<file path="src/rtl/iir_biquad_lowpass_seq_if.sv">
// Sample-stream bundle for the sequential biquad lowpass: input handshake, history flush and output strobe.
// With IIR_SAT_FLAG_EN defined the bundle also carries the sat_flag output.
interface iir_biquad_lowpass_seq_if #(
  parameter int unsigned word_size_in  = 8,
  parameter int unsigned word_size_out = 8
);
  logic signed [word_size_in-1:0]  Data_in;
  logic                            in_valid;
  logic                            in_ready;
  logic                            clear;
  logic signed [word_size_out-1:0] Data_out;
  logic                            out_valid;
`ifdef IIR_SAT_FLAG_EN
  logic                            sat_flag;
`endif

  // Filter side
  modport slave (
    input  Data_in, in_valid, clear,
    output in_ready, Data_out, out_valid
`ifdef IIR_SAT_FLAG_EN
    , output sat_flag
`endif
  );

  // Stream source / sink side
  modport master (
    output Data_in, in_valid, clear,
    input  in_ready, Data_out, out_valid
`ifdef IIR_SAT_FLAG_EN
    , input sat_flag
`endif
  );
endinterface

</file>
<file path="src/rtl/iir_biquad_lowpass_seq.sv">
// Direct-form-I biquad lowpass with one shared multiplier stepped over five taps per sample.
// Optional feature macro IIR_SAT_FLAG_EN adds a sat_flag strobe when an output was clamped.
module iir_biquad_lowpass_seq #(
  parameter int unsigned word_size_in  = 8,
  parameter int unsigned word_size_out = 8,
  parameter int unsigned coef_size     = 8,
  parameter int unsigned frac_bits     = 6,
  parameter int unsigned acc_size      = word_size_in + coef_size + 3,
  parameter logic signed [coef_size-1:0] b0 = 8'sd4,
  parameter logic signed [coef_size-1:0] b1 = 8'sd8,
  parameter logic signed [coef_size-1:0] b2 = 8'sd4,
  parameter logic signed [coef_size-1:0] a1 = -8'sd64,
  parameter logic signed [coef_size-1:0] a2 = 8'sd16
) (
  input logic                    clock,
  input logic                    reset,
  iir_biquad_lowpass_seq_if.slave bus
);
  localparam int unsigned prod_size = coef_size + word_size_in;
  localparam int unsigned tap_w     = 3;
  localparam logic [tap_w-1:0] last_tap = tap_w'(4);
  localparam logic signed [acc_size-1:0] round_k = acc_size'(2 ** (frac_bits - 1));
  localparam logic signed [acc_size-1:0] max_k   = acc_size'(2 ** (word_size_out - 1) - 1);
  localparam logic signed [acc_size-1:0] min_k   = ~max_k;

  typedef enum logic [1:0] {IDLE, MAC, DONE} state_e;

  state_e                          state_q;
  logic [tap_w-1:0]                tap_q;
  logic signed [word_size_in-1:0]  x0_q, x1_q, x2_q;
  logic signed [word_size_out-1:0] y1_q, y2_q;
  logic signed [acc_size-1:0]      acc_q;
  logic signed [word_size_out-1:0] data_out_q;
  logic                            out_valid_q;
  logic                            ready_q;
`ifdef IIR_SAT_FLAG_EN
  logic                            sat_q;
`endif

  logic signed [coef_size-1:0]     coef_c;
  logic signed [word_size_in-1:0]  samp_c;
  logic signed [prod_size-1:0]     prod_c;
  logic signed [acc_size-1:0]      acc_next_c;
  logic signed [acc_size-1:0]      rounded_c;
  logic signed [word_size_out-1:0] sat_c;

  // Tap select, shared multiply, accumulate; feedback taps are subtracted
  always_comb begin
    coef_c = '0;
    samp_c = '0;
    unique case (tap_q)
      3'd0:    begin coef_c = b0; samp_c = x0_q; end
      3'd1:    begin coef_c = b1; samp_c = x1_q; end
      3'd2:    begin coef_c = b2; samp_c = x2_q; end
      3'd3:    begin coef_c = a1; samp_c = word_size_in'(y1_q); end
      3'd4:    begin coef_c = a2; samp_c = word_size_in'(y2_q); end
      default: begin coef_c = '0; samp_c = '0; end
    endcase
    prod_c     = prod_size'(coef_c) * prod_size'(samp_c);
    acc_next_c = (tap_q >= tap_w'(3)) ? acc_q - acc_size'(prod_c)
                                      : acc_q + acc_size'(prod_c);
  end

  // Round half-up then clamp to the output range
  always_comb begin
    rounded_c = (acc_q + round_k) >>> frac_bits;
    if (rounded_c > max_k)      sat_c = word_size_out'(max_k);
    else if (rounded_c < min_k) sat_c = word_size_out'(min_k);
    else                        sat_c = word_size_out'(rounded_c);
  end

  always_ff @(posedge clock or negedge reset) begin
    if (!reset) begin
      state_q     <= IDLE;
      tap_q       <= '0;
      x0_q        <= '0;
      x1_q        <= '0;
      x2_q        <= '0;
      y1_q        <= '0;
      y2_q        <= '0;
      acc_q       <= '0;
      data_out_q  <= '0;
      out_valid_q <= 1'b0;
      ready_q     <= 1'b0;
`ifdef IIR_SAT_FLAG_EN
      sat_q       <= 1'b0;
`endif
    end else begin
      out_valid_q <= 1'b0;
`ifdef IIR_SAT_FLAG_EN
      sat_q       <= 1'b0;
`endif
      unique case (state_q)
        IDLE: begin
          ready_q <= 1'b1;
          if (bus.clear) begin
            x1_q <= '0;
            x2_q <= '0;
            y1_q <= '0;
            y2_q <= '0;
          end else if (bus.in_valid && ready_q) begin
            x0_q    <= bus.Data_in;
            acc_q   <= '0;
            tap_q   <= '0;
            ready_q <= 1'b0;
            state_q <= MAC;
          end
        end
        MAC: begin
          acc_q <= acc_next_c;
          if (tap_q == last_tap) state_q <= DONE;
          else                   tap_q   <= tap_q + tap_w'(1);
        end
        DONE: begin
          data_out_q  <= sat_c;
          out_valid_q <= 1'b1;
`ifdef IIR_SAT_FLAG_EN
          sat_q       <= (rounded_c > max_k) || (rounded_c < min_k);
`endif
          x2_q    <= x1_q;
          x1_q    <= x0_q;
          y2_q    <= y1_q;
          y1_q    <= sat_c;
          ready_q <= 1'b1;
          state_q <= IDLE;
        end
        default: state_q <= IDLE;
      endcase
    end
  end

  // Flush request masks ready the same cycle so a simultaneous sample is refused
  assign bus.in_ready  = ready_q & ~bus.clear;
  assign bus.Data_out  = data_out_q;
  assign bus.out_valid = out_valid_q;
`ifdef IIR_SAT_FLAG_EN
  assign bus.sat_flag  = sat_q;
`endif
endmodule
</file>
<file path="src/flat_wrapper.sv">
// flat-port wrapper written by rule: the top's interface ports become plain ports
module iir_biquad_lowpass_seq_flat 
#(
  parameter int unsigned word_size_in  = 8,
  parameter int unsigned word_size_out = 8,
  parameter int unsigned coef_size     = 8,
  parameter int unsigned frac_bits     = 6,
  parameter int unsigned acc_size      = word_size_in + coef_size + 3,
  parameter logic signed [coef_size-1:0] b0 = 8'sd4,
  parameter logic signed [coef_size-1:0] b1 = 8'sd8,
  parameter logic signed [coef_size-1:0] b2 = 8'sd4,
  parameter logic signed [coef_size-1:0] a1 = -8'sd64,
  parameter logic signed [coef_size-1:0] a2 = 8'sd16
)
  (clock, reset, bus_Data_in, bus_in_valid, bus_clear, bus_in_ready, bus_Data_out, bus_out_valid);
  iir_biquad_lowpass_seq_if #(.word_size_in(word_size_in), .word_size_out(word_size_out)) bus_i ();
  input logic clock;
  input logic reset;
  input wire logic [$bits(bus_i.Data_in)-1:0] bus_Data_in;
  input wire logic [$bits(bus_i.in_valid)-1:0] bus_in_valid;
  input wire logic [$bits(bus_i.clear)-1:0] bus_clear;
  output wire logic [$bits(bus_i.in_ready)-1:0] bus_in_ready;
  output wire logic [$bits(bus_i.Data_out)-1:0] bus_Data_out;
  output wire logic [$bits(bus_i.out_valid)-1:0] bus_out_valid;
  assign bus_i.Data_in = bus_Data_in;
  assign bus_i.in_valid = bus_in_valid;
  assign bus_i.clear = bus_clear;
  assign bus_in_ready = bus_i.in_ready;
  assign bus_Data_out = bus_i.Data_out;
  assign bus_out_valid = bus_i.out_valid;
  iir_biquad_lowpass_seq #(.word_size_in(word_size_in), .word_size_out(word_size_out), .coef_size(coef_size), .frac_bits(frac_bits), .acc_size(acc_size), .b0(b0), .b1(b1), .b2(b2), .a1(a1), .a2(a2)) u_core (.clock(clock), .reset(reset), .bus(bus_i));
endmodule
</file>
<file path="config.mk">
export PLATFORM = sky130hd
export DESIGN_NAME = iir_biquad_lowpass_seq_flat
export DESIGN_NICKNAME = d
export VERILOG_FILES = /design/src/rtl/iir_biquad_lowpass_seq_if.sv /design/src/rtl/iir_biquad_lowpass_seq.sv /design/src/flat_wrapper.sv
export SDC_FILE = /design/constraint.sdc
export NUM_CORES = 1
export LEC_CHECK = 0
export ABC_CLOCK_PERIOD_IN_PS = 9050
export BUFFER_PORTS_ARGS = -buffer_cell sky130_fd_sc_hd__buf_2
export CAP_MARGIN = 10
export CORE_ASPECT_RATIO = 0.75
export CORE_MARGIN = 8
export CORE_UTILIZATION = 45
export CTS_CLUSTER_SIZE = 40
export DETAILED_ROUTE_END_ITERATION = 7
export SLEW_MARGIN = 20
export SYNTH_ARGS = -nofsm -noshare
export SYNTH_HDL_FRONTEND = slang
export SYNTH_SLANG_ARGS = --single-unit
</file>
<file path="constraint.sdc">
create_clock -name clock -period 9.05 [get_ports clock]
set_input_delay 1.81 -clock clock [delete_from_list [all_inputs] [get_ports clock]]
set_output_delay 1.81 -clock clock [all_outputs]
set_load 0.02 [all_outputs]
</file>
==> summary.md <==
| Metric | Value |
|---|---|
| Status | `completed` |
| Met1 GRT Util | `25.51%` |
| Reg clk slew, reported paths | `60 ps` |
| Dpl ws | `1123 ps` |
| Element type at the critical path end | `flip-flop` |
| Final HPWL DP | `10.64 mm` |
| TritonRoute pass-1 iters | `6` |
| First-pass GRT wire length | `23.66 mm` |
| Gr usage total | `17.16%` |
| # Post-CTS Setup Buffers | `0` |
| DIE AREA | `0.01708 mm^2` |
| Antenna diode count | `0` |
| Row Count | `36` |
| Leading area contributor after synthesis | `dfrtp_1` |
| Antenna violations before repair | `0` |
| Yosys warns | `0` |
| Final Cycle Share | `87.89%` |
| Area of the multi-input gates | `0.003770 mm^2` |
| Top FF cell, synth | `dfrtp_1` |
| Syn avg cell area | `9.464 um^2` |
| # nets final | `740` |
| Max-slew headroom | `39.06%` |
| Unique masters post-synth | `59` |
| WL final | `13.58 mm` |
| Buf/Inv on CP | `3` |
| Slew Limit Fails | `0` |
| Post-DRT Antenna Nets | `0` |
| Port buffer count | `21` |
| Most frequent cell on the critical path | `fa_1` |
| Cell family with most CP delay | `adder cells` |
| Synth top area cells | `dfrtp_1 31%, fa_1 12%, ha_1 11%` |
| Die width | `148.3 um` |
| Maximum root-to-sink buffer count | `2` |
| Die H | `115.2 um` |
| Layout Area Growth over Synthesis | `10.34%` |
| Drt via density | `5.559` |
| Most frequent cell after synthesis | `dfrtp_1` |
| Critical path class | `flip-flop to flip-flop` |
| I/O Pins | `22` |
| Commonest cells post-synth | `72 x dfrtp_1, 66 x inv_1, 52 x ha_1, 52 x nor2_1, 46 x nand2_1` |
| Vias in the first global route | `4576` |
| Core ar. | `0.01288 mm^2` |
| Grt met3 use | `2.871%` |
| Busiest grt layer | `met1` |
| Crit path DAT | `8150 ps` |
| RSZ-0062 raised after global routing | `no` |
| CTS Root Cell | `clkbuf_16` |
| WP data required | `9240 ps` |
| Via count | `4536` |
| Grt total ovfl | `0` |
| GP Congestion | `0.8491` |
| Max-Cap Viols | `0` |
| Final Hold Viols | `0` |
| Pin count of the biggest net entering global routing | `73` |
| 1st-iter DRT viols | `265` |
| Maximum clock frequency | `125.7 MHz` |
| FF+latch count, synth | `72` |
| Layout Skew | `10.14 ps` |
| Crit-path max FO | `7` |
| Post-synth ARST share | `100.0%` |
| Post-synth top area share | `30.51%` |
| Routed len/inst | `16.64 um` |
| Syn nets | `724` |
| Met2 usage | `24.46%` |
| # setup viols final | `0` |
| Seq. cell area | `0.001802 mm^2` |
| Netlist Area Pre-Place | `0.005906 mm^2` |
| Sequential area share after synthesis | `30.51%` |
| Post-CTS Hold Buffers | `0` |
| Final worst path period need | `7954 ps` |
| Worst skew pair latency | `340 ps` |
| Post-synth EDFFs | `0` |
| CTS Buf Count | `9` |
| Slew @ Worst Pin | `914.1 ps` |
| Depth of the CTS H-tree | `3` |
| Cts repair resizes | `0` |
| Crit path largest cell delay | `680 ps` |
| Fill cell count | `1210` |
| Clk sinks | `72` |
| Fin Setup TNS | `0 ps` |
| Setup crit start kind | `flip-flop` |
| Setup ws final | `1096 ps` |
| Synth Instances | `624` |
| # DRC | `0` |
| Layout cell share with drive strength beyond 1 | `9.922%` |
| Critical Path Slowest Stage Cell | `a221oi_1` |
| Initial Util | `45.84%` |
| Class of the worst hold path | `flip-flop to flip-flop` |
| CTS tree | `done` |
==> sequential cells by signal, indices dropped and copies added, names as in the netlist <==
signal                cells
u_core.x1_q               8
u_core.acc_q             17
u_core.ready_q            1
u_core.x2_q               8
u_core.tap_q              3
u_core.state_q            2
u_core.bus.out_valid      1
u_core.bus.Data_out       8
u_core.x0_q               8
u_core.y2_q               8
u_core.y1_q               8
==> metal layers <==
layer / part of all wire, % / up-vias / wire, um
li1: - / 2203 / -
met1: 52 / 2216 / 7074
met2: 42 / 99 / 5643
met3: 4.0 / 18 / 548
met4: 2.3 / 0 / 314
met5: 0 / - / 0
==> final timing paths <==
path | from | end | slack, ps | cells past startpoint
hold reg to reg | u_core.bus.Data_out[7] | u_core.bus.Data_out[7] | 480 | 1
hold / removal | u_core.bus.Data_out[7] | u_core.bus.Data_out[7] | 480 | 1
setup reg to reg | u_core.tap_q[0] | u_core.acc_q[18] | 1100 | 28
max in group asynchronous | reset | u_core.acc_q[16] | 6760 | 2
min in group asynchronous | reset | u_core.bus.Data_out[4] | 1670 | 2
setup / recovery | u_core.tap_q[0] | u_core.acc_q[18] | 1100 | 28
==> placed cells by master (no fill, tap or decap), types with 5 or more instances in the layout <==
cell type,n
inv_1,66
a22oi_1,9
nand2b_1,12
nor2b_1,14
a21oi_1,18
nand2_1,46
nor3_1,8
mux2_2,8
o21ai_0,23
o22ai_1,13
nor2_1,52
clkbuf_16,9
nand4_1,5
o21a_1,9
a211oi_1,6
ha_1,52
dfrtp_1,72
xnor2_1,21
a211o_1,5
a21o_1,12
a22o_1,24
xor2_1,20
o21ai_1,8
buf_2,21
nand3_1,7
a31oi_1,6
fa_1,36
==> area by class of cell <==
cell class	instances	share of cell area, %
Clock inverter	6	1.767
Inverter	67	3.859
Clock buffer	10	3.514
Tap cell	171	3.283
Sequential cell	72	27.65
Timing Repair Buffer	25	2.074
Multi-Input combinational cell	465	57.85
==> kinds of logic (layout without fill, tap and decap cells) <==
group / Yosys count / after routing / share of synthesized area, %
AOI/OAI and AO/OA: 157 / 157 / 18.67
xor gates and xnor gates: 42 / 42 / 6.356
adders and majority gates: 88 / 88 / 23.22
buffers and inverters: 87 / 108 / 5.720
DFF: 72 / 72 / 30.51
muxes: 10 / 10 / 1.864
and+or+nand+nor: 168 / 168 / 13.67
==> stage by stage <==
step / std cells / hold slack, ps / instance area (um^2) / utilization (%)
floorplan: 624 / 465.4 / 5906 / -
global placement: 800 / 458.7 / 6172 / 47.91
detailed placement: 800 / 461.6 / 6172 / 47.91
CTS: 816 / 482.9 / 6516 / 50.58
global route: 816 / 498.2 / 6516 / 50.58
finish: 816 / 478.2 / 6516 / 50.58
Power is not shown: default switching activity piles up to over one toggle a cycle in this logic, so the estimate is an artifact.
